File: config.mk
export PLATFORM = sky130hd
export DESIGN_NAME = hazard_forward_unit
export DESIGN_NICKNAME = d
export VERILOG_FILES = /design/src/rtl/hazard_forward_unit_pkg.sv /design/src/rtl/hazard_forward_unit_fwd_select.sv /design/src/rtl/hazard_forward_unit.sv
export SDC_FILE = /design/constraint.sdc
export NUM_CORES = 1
export LEC_CHECK = 0
export BUFFER_PORTS_ARGS = -buffer_cell sky130_fd_sc_hd__buf_4
export CAP_MARGIN = 20
export CORE_AREA = 2 2 65 67
export DETAILED_ROUTE_END_ITERATION = 6
export DIE_AREA = 0 0 67 69
export PLACE_DENSITY = 0.76
export SLEW_MARGIN = 40
export SYNTH_ARGS = -nofsm -noshare
export SYNTH_HDL_FRONTEND = slang
export SYNTH_SLANG_ARGS = --single-unit
File: constraint.sdc
create_clock -name clk_i -period 2.27 [get_ports clk_i]
set_input_delay 0.1135 -clock clk_i [delete_from_list [all_inputs] [get_ports clk_i]]
set_output_delay 0.1135 -clock clk_i [all_outputs]
set_load 0.01 [all_outputs]
File: src/rtl/hazard_forward_unit_pkg.sv
// Shared encodings and shadow-stage record for the hazard/forward unit.
// Latency: n/a (types and constants only).
// Backpressure: n/a.
package hazard_forward_unit_pkg;

  localparam int REG_ADDR_W_DEF = 5;

  // Operand mux select encodings
  localparam logic [1:0] SEL_RF  = 2'b00;  // register-file value
  localparam logic [1:0] SEL_WB  = 2'b01;  // MEM/WB write-back data
  localparam logic [1:0] SEL_MEM = 2'b10;  // EX/MEM ALU result

  // Destination info tracked per shadow pipeline stage
  typedef struct packed {
    logic [REG_ADDR_W_DEF-1:0] rd;
    logic                      regwrite;
    logic                      memread;
  } stage_t;

endpackage

File: src/rtl/hazard_forward_unit_fwd_select.sv
// Priority compare choosing the forwarding source for one EX operand.
// Latency: purely combinational.
// Backpressure: none; output follows inputs.
module fwd_select
  import hazard_forward_unit_pkg::*;
#(
  parameter int REG_ADDR_W = REG_ADDR_W_DEF
) (
  input  logic [REG_ADDR_W-1:0] src_i,
  input  logic [REG_ADDR_W-1:0] mem_rd_i,
  input  logic                  mem_regwrite_i,
  input  logic [REG_ADDR_W-1:0] wb_rd_i,
  input  logic                  wb_regwrite_i,
  output logic [1:0]            sel_o
);

  logic mem_hit;
  logic wb_hit;

  // Register 0 is hard-wired, so a write to it never provides a value
  assign mem_hit = mem_regwrite_i && (mem_rd_i != '0) && (mem_rd_i == src_i);
  assign wb_hit  = wb_regwrite_i  && (wb_rd_i  != '0) && (wb_rd_i  == src_i);

  // Youngest producer (EX/MEM) wins over the older MEM/WB one
  always_comb begin
    sel_o = SEL_RF;
    if (mem_hit) begin
      sel_o = SEL_MEM;
    end else if (wb_hit) begin
      sel_o = SEL_WB;
    end
  end

endmodule

File: src/rtl/hazard_forward_unit.sv
// Forwarding selects, load-use stall and stall counter for the 5-stage pipe.
// Latency: selects/stall combinational from shadow state; shadow advances each clock.
// Backpressure: stall_o holds PC and IF/ID for one cycle per load-use hazard.
module hazard_forward_unit
  import hazard_forward_unit_pkg::*;
#(
  parameter int REG_ADDR_W = REG_ADDR_W_DEF,
  parameter int CNT_W      = 16
) (
  input  logic                  clk_i,
  input  logic                  rst_n_i,
  input  logic                  id_valid_i,
  input  logic [REG_ADDR_W-1:0] id_rs1_i,
  input  logic [REG_ADDR_W-1:0] id_rs2_i,
  input  logic [REG_ADDR_W-1:0] id_rd_i,
  input  logic                  id_regwrite_i,
  input  logic                  id_memread_i,
  input  logic                  flush_i,
  output logic [1:0]            fwd_a_o,
  output logic [1:0]            fwd_b_o,
  output logic                  stall_o,
  output logic [CNT_W-1:0]      stall_cnt_o
);

  // Shadow pipeline: EX also keeps its source registers for the compare
  logic [REG_ADDR_W-1:0] ex_rs1_q, ex_rs1_d;
  logic [REG_ADDR_W-1:0] ex_rs2_q, ex_rs2_d;
  stage_t                ex_q, ex_d;
  stage_t                mem_q;
  stage_t                wb_q;
  logic [CNT_W-1:0]      cnt_q, cnt_d;

  logic hazard;
  logic load_ex;
  logic unused_memread;

  // A load in EX whose rd is read by the ID instruction cannot be forwarded in time
  assign hazard = ex_q.memread && (ex_q.rd != '0) && id_valid_i &&
                  ((ex_q.rd == id_rs1_i) || (ex_q.rd == id_rs2_i));

  // A flushed ID instruction is discarded, so there is nothing to stall for
  assign stall_o = hazard && !flush_i;
  assign load_ex = id_valid_i && !stall_o && !flush_i;

  // Memread only matters while the load sits in EX; later copies are informational
  assign unused_memread = mem_q.memread | wb_q.memread;

  // ID->EX: take the ID fields or insert an all-zero bubble
  always_comb begin
    ex_rs1_d = '0;
    ex_rs2_d = '0;
    ex_d     = '0;
    if (load_ex) begin
      ex_rs1_d    = id_rs1_i;
      ex_rs2_d    = id_rs2_i;
      ex_d.rd       = id_rd_i;
      ex_d.regwrite = id_regwrite_i;
      ex_d.memread  = id_memread_i;
    end
  end

  // Saturating stall counter: holds at all-ones instead of wrapping
  always_comb begin
    cnt_d = cnt_q;
    if (stall_o && (cnt_q != '1)) begin
      cnt_d = cnt_q + CNT_W'(1);
    end
  end

  // Shadow stages and counter advance every clock; reset clears all of them
  always_ff @(posedge clk_i or negedge rst_n_i) begin
    if (!rst_n_i) begin
      ex_rs1_q <= '0;
      ex_rs2_q <= '0;
      ex_q     <= '0;
      mem_q    <= '0;
      wb_q     <= '0;
      cnt_q    <= '0;
    end else begin
      ex_rs1_q <= ex_rs1_d;
      ex_rs2_q <= ex_rs2_d;
      ex_q     <= ex_d;
      mem_q    <= ex_q;
      wb_q.rd       <= mem_q.rd;
      wb_q.regwrite <= mem_q.regwrite;
      wb_q.memread  <= 1'b0;
      cnt_q    <= cnt_d;
    end
  end

  assign stall_cnt_o = cnt_q;

  fwd_select #(.REG_ADDR_W(REG_ADDR_W)) u_fwd_a (
    .src_i          (ex_rs1_q),
    .mem_rd_i       (mem_q.rd),
    .mem_regwrite_i (mem_q.regwrite),
    .wb_rd_i        (wb_q.rd),
    .wb_regwrite_i  (wb_q.regwrite),
    .sel_o          (fwd_a_o)
  );

  fwd_select #(.REG_ADDR_W(REG_ADDR_W)) u_fwd_b (
    .src_i          (ex_rs2_q),
    .mem_rd_i       (mem_q.rd),
    .mem_regwrite_i (mem_q.regwrite),
    .wb_rd_i        (wb_q.rd),
    .wb_regwrite_i  (wb_q.regwrite),
    .sel_o          (fwd_b_o)
  );

endmodule

# Word level (Yosys, flattened, before mapping)
# Index checks and enable logic that the tools add are counted.
[word_totals] register_bits=45 elab_cells=44
[op_classes] n_addsub=1 eq_ne=7 muxes=7 n_reduce_logical=19
[op_table] cell="== test 5 bit" n=6
[op_table] cell="adder 16 x 1 -> 16 bit, second input constant" n=1
[op_table] cell="inequality test 16 bit, second input constant" n=1
[op_table] cell="nonzero test 5 bit" n=3
[op_table] cell="logical AND 1 bit" n=13
[op_table] cell="two-way mux 5 bit" n=2
[op_table] cell="two-way mux 7 bit" n=1
[op_table] cell="two-way mux 2 bit" n=2
[op_table] cell="zero test 1 bit" n=2
[op_table] cell="two-way mux 1 bit" n=2
[op_table] cell="logical OR 1 bit" n=1

# Longest topological paths before layout
[logic_depth] ltp_word=9 mapped_depth=7

# Hierarchy
# A second synthesis with hierarchy kept.
[unflattened] cells_unflattened=180 hier_area_um2=2117.0
[modules_own_cells] mod="hazard_forward_unit" instances=1 cells_per_inst=138 area_each_um2=1799.2
[modules_own_cells] mod="fwd_select" instances=2 cells_per_inst=21 area_each_um2=158.9

# Worst setup path after synthesis
# Ideal clock, no wire load.
[synth_path] path_type="register -> register" start="register cnt_q[0], in the netlist stall_cnt_o[0]" end="register cnt_q[6], in the netlist stall_cnt_o[6]" setup_ps=125 arrival_time_ps=1826 path_slack_ps=319 path_stages_with_launch=8 cell_sequence="dfrtp_1 -> ha_1 -> and3_1 -> and4_1 -> a211oi_2 -> buf_4 -> nand4_1 -> xnor2_1"
[synth_between] elab_chain_len=2
[synth_rtl] item="from (decl)" line="hazard_forward_unit.sv:31" rtl="logic [CNT_W-1:0] cnt_q, cnt_d;"
[synth_rtl] item="from (signal assigned)" line="hazard_forward_unit.sv:87" rtl="cnt_q <= cnt_d;"
[synth_rtl] item="parallel branches: the longest is 2 deep, another holds adder 16 x 1 -> 16 bit"
# Parallel ways; which one is timed is not known.
# A chain may end at the register's enable or synchronous reset.

# Worst setup path in the final report
[layout_path] start="register mem_q[2] in the netlist's numbering" end="output port fwd_b_o[0]"
[layout_between] elab_chain_len=4
[layout_rtl] item="from (decl)" line="hazard_forward_unit.sv:29" rtl="stage_t mem_q;"
[layout_rtl] item="from (signal assigned)" line="hazard_forward_unit.sv:83" rtl="mem_q <= ex_q;"
[layout_rtl] item="nonzero test 5 bit" line="hazard_forward_unit_fwd_select.sv:21" rtl="assign mem_hit = mem_regwrite_i && (mem_rd_i != '0) && (mem_rd_i == src_i);"
[layout_rtl] item="logical AND 1 bit" line="hazard_forward_unit_fwd_select.sv:21"
[layout_rtl] item="logical AND 1 bit *" line="hazard_forward_unit_fwd_select.sv:21"
[layout_rtl] item="two-way mux 2 bit *" line="hazard_forward_unit_fwd_select.sv:27" rtl="if (mem_hit) begin"
[layout_rtl] item="to (decl)" line="hazard_forward_unit.sv:20" rtl="output logic [1:0] fwd_b_o,"
# Mark *: on every way between the ends. The rest lies on a longest branch, timed or not.

==> impl_metrics.csv <==
group,metric,value,unit
logic_synthesis,ys.flop_type,"dfrtp_1",
power_and_ir_drop,irDropWorstVdd,0.000361,V
sta,worstMarginPinSlew,0.547,ns
sta,period_needed,2.12,ns
cts,cts_tree,"yes",
critical_path,cp.required,2.16,ns
cts,clockBufferDepth,2,
power_and_ir_drop,power_leakage,1.25,nW
cts,cts.sinks,45,
sta,hold_viol_final,0,
sta,max_freq,472,MHz
layout,drive_gt1_frac,0.269,
logic_synthesis,ys_seq_area_frac,0.554,
floorplan,die-area,0.00462,mm²
routing,vias,1335,
grt,grt_use_met3,0.0359,
placement,hpwlAfterDp,2910,µm
cts,cts.clk_slew.worst_paths,0.08,ns
placement,place_congestion,0.825,
layout,area_growth,21.5,%
logic_synthesis,avgSynthCellArea,12.3,µm²
critical_path,reg2reg_from,"ex_q[3]",
critical_path,worst-path-max-fanout,4,
logic_synthesis,syn-cell-area,0.00203,mm²
worst_hold_path,worstHoldStart,"id_rd_i[0]",
logic_synthesis,synth_area_leaders,"dfrtp_1 55%, xor2_1 9.9%, xnor2_1 8.2%",
sta,relSlewSlack,0.635,
floorplan,fp.coreArea,0.00391,mm²
placement,io_buffers,41,
layout,nets,233,
routing,drt_first_pass_iters,4,
sta,post-route-period-util,0.933,
sta,rsz0062_at_grt,"no",
floorplan,die_h,69,µm
logic_synthesis,synth_nets,187,
worst_hold_path,min_to,"ex_q[2]",
sta,setup_viol,0,
floorplan,start_util,0.520,
logic_synthesis,yosys.area.top_type,"dfrtp_1",
sta,fin_skew,0.00387,ns
routing,route.detailed.drc,0,
logic_synthesis,synth_edf_count,0,
routing,ant_nets,0,
cts,clk_latency,0.29,ns
grt,antenna_found_initial,0,
run,maxCapViolations,0,
logic_synthesis,yosysMostFrequentCell,"dfrtp_1",
grt,first_global_vias,1393,
cts,post_cts_buffers,0,
critical_path,end_kind,"output pin",
floorplan,rows,23,
grt,grt_first_pass_wirelength,6530,µm
logic_synthesis,synthCells,165,
routing,drtIter0Drc,56,
logic_synthesis,synth_top_area_frac,0.554,
logic_synthesis,ys_seq_elements,45,
logic_synthesis,synthTopCellsByCount,"45 x dfrtp_1, 23 x xor2_1, 19 x xnor2_1",
layout,diodes,0,
critical_path,rr_worst_depth,5,
cts,cts-root-buf,"clkbuf_8",
worst_hold_path,hp-class,"in2reg",
grt,busiest_layer,"met2",
sta,drv_slew,0,
grt,grt_start_max_net_pins,46,
grt,grt_use_total,0.186,
run_status,outcome,"complete, no violations",
power_and_ir_drop,finalPower,1.43,mW
critical_path,worst-r2r-setup-slack,0.24,ns
logic_synthesis,ys_warn_count,0,
layout,final_area,0.00247,mm²
routing,via_per_inst,5.10,
cts,h-tree-depth,2,
placement,place_area,0.00238,mm²
grt,grt_use_met1,0.246,
critical_path,cp-start-kind,"flop",
critical_path,path_class,"reg2out",
sta,hold_ws,0.0223,ns
routing,wl_per_cell,14.2,µm
logic_synthesis,synthArstFlopShare,1.00,
power_and_ir_drop,pwr_density_cell,578,mW/mm²
critical_path,reg2reg_to,"ex_rs1_q[2]",
worst_hold_path,min_path_cells,2,
grt,gr-total-overflow,0,
critical_path,crit_arrival,2.01,ns
logic_synthesis,ys_types,29,
floorplan,io_pins,42,
grt,met2_usage,0.295,
sta,finalSetupTns,0,ns
floorplan,die_w,67,µm
routing,wl,3730,µm
cts,cts_made_buffers,5,
## where the power goes
group	leakage (nW)	switching (mW)	internal, mW
registers	0.614	0.0245	0.822
clock network	0.0450	0.248	0.213
logic	0.588	0.0562	0.0644
## repair_timing
item / in CTS / in global routing
hold endpoints to repair: 45 / 0
hold buffers: 1 / 0
gates resized for setup: 0 / 1
setup endpoints to repair: 0 / 1
## how the worst max path moves through the flow
stage	from	endpoint	slack, ns
floorplan	stall_cnt_o[0]	stall_cnt_o[6]	0.32
global placement	stall_cnt_o[0]	stall_cnt_o[1]	0.28
detailed placement	ex_q[3]	ex_q[4]	0.24
CTS	mem_q[2]	fwd_b_o[0]	0.08
global route	mem_q[2]	fwd_b_o[0]	0.03
finish	mem_q[2]	fwd_b_o[0]	0.15
## layer usage
layer	share of wire	wire, µm
met1	0.44	1640
met2	0.50	1870
met3	0.044	163
met4	0.016	60
met5	0	0
## final cells by class
cell class | count | area [µm²]
Multi-Input combinational cell | 115 | 870
Fill cell | 340 | 1440
Inverter | 1 | 3.75
Tap cell | 50 | 62.6
Clock inverter | 2 | 10.0
Sequential cell | 45 | 1130
Timing Repair Buffer | 43 | 325
Clock buffer | 6 | 72.6
## through the flow
stage                     std cells   util  worst slack (ns)
after floorplan                 165      -             0.319
after global placement          253  0.607             0.281
after detailed placement        253  0.607             0.237
final                           262  0.631             0.151
after global routing            262  0.631            0.0254
after CTS                       262  0.631            0.0783
## cells by family after synthesis
| group | share of synthesized area |
|---|---|
| fa+ha+maj | 0.00615 |
| simple gates | 0.191 |
| compound gates | 0.0332 |
| flops | 0.554 |
| xor+xnor | 0.181 |
| buf+inv | 0.0185 |
| mux | 0.0166 |
## critical path, stage by stage (launching register included)
cell     delay [ns]
dfrtp_1        0.43
or4_1          0.54
o21ai_1        0.18
nor4_1         0.10
nor4_1         0.29
buf_4          0.17
## registers in the layout, indices dropped and copies added, names as in the netlist
register and flops:
stall_cnt_o 16, wb_q 6, ex_rs1_q 5, mem_q 6
ex_rs2_q 5, ex_q 7
## cell usage in the layout (no fill, tap or decap), types with 2 or more instances in the layout
| master | instances |
|---|---|
| or4_1 | 3 |
| nor3_1 | 4 |
| and2_1 | 18 |
| dfrtp_1 | 45 |
| and4_1 | 3 |
| nand3_1 | 11 |
| xor2_1 | 23 |
| mux2_2 | 3 |
| nor4_1 | 3 |
| and3_1 | 4 |
| xnor2_1 | 19 |
| nand2_1 | 3 |
| buf_4 | 42 |
| clkinv_2 | 2 |
| nor2_1 | 3 |
| clkbuf_8 | 5 |
| nand4_1 | 5 |
No activity file was read; power rests on OpenSTA's default activity.
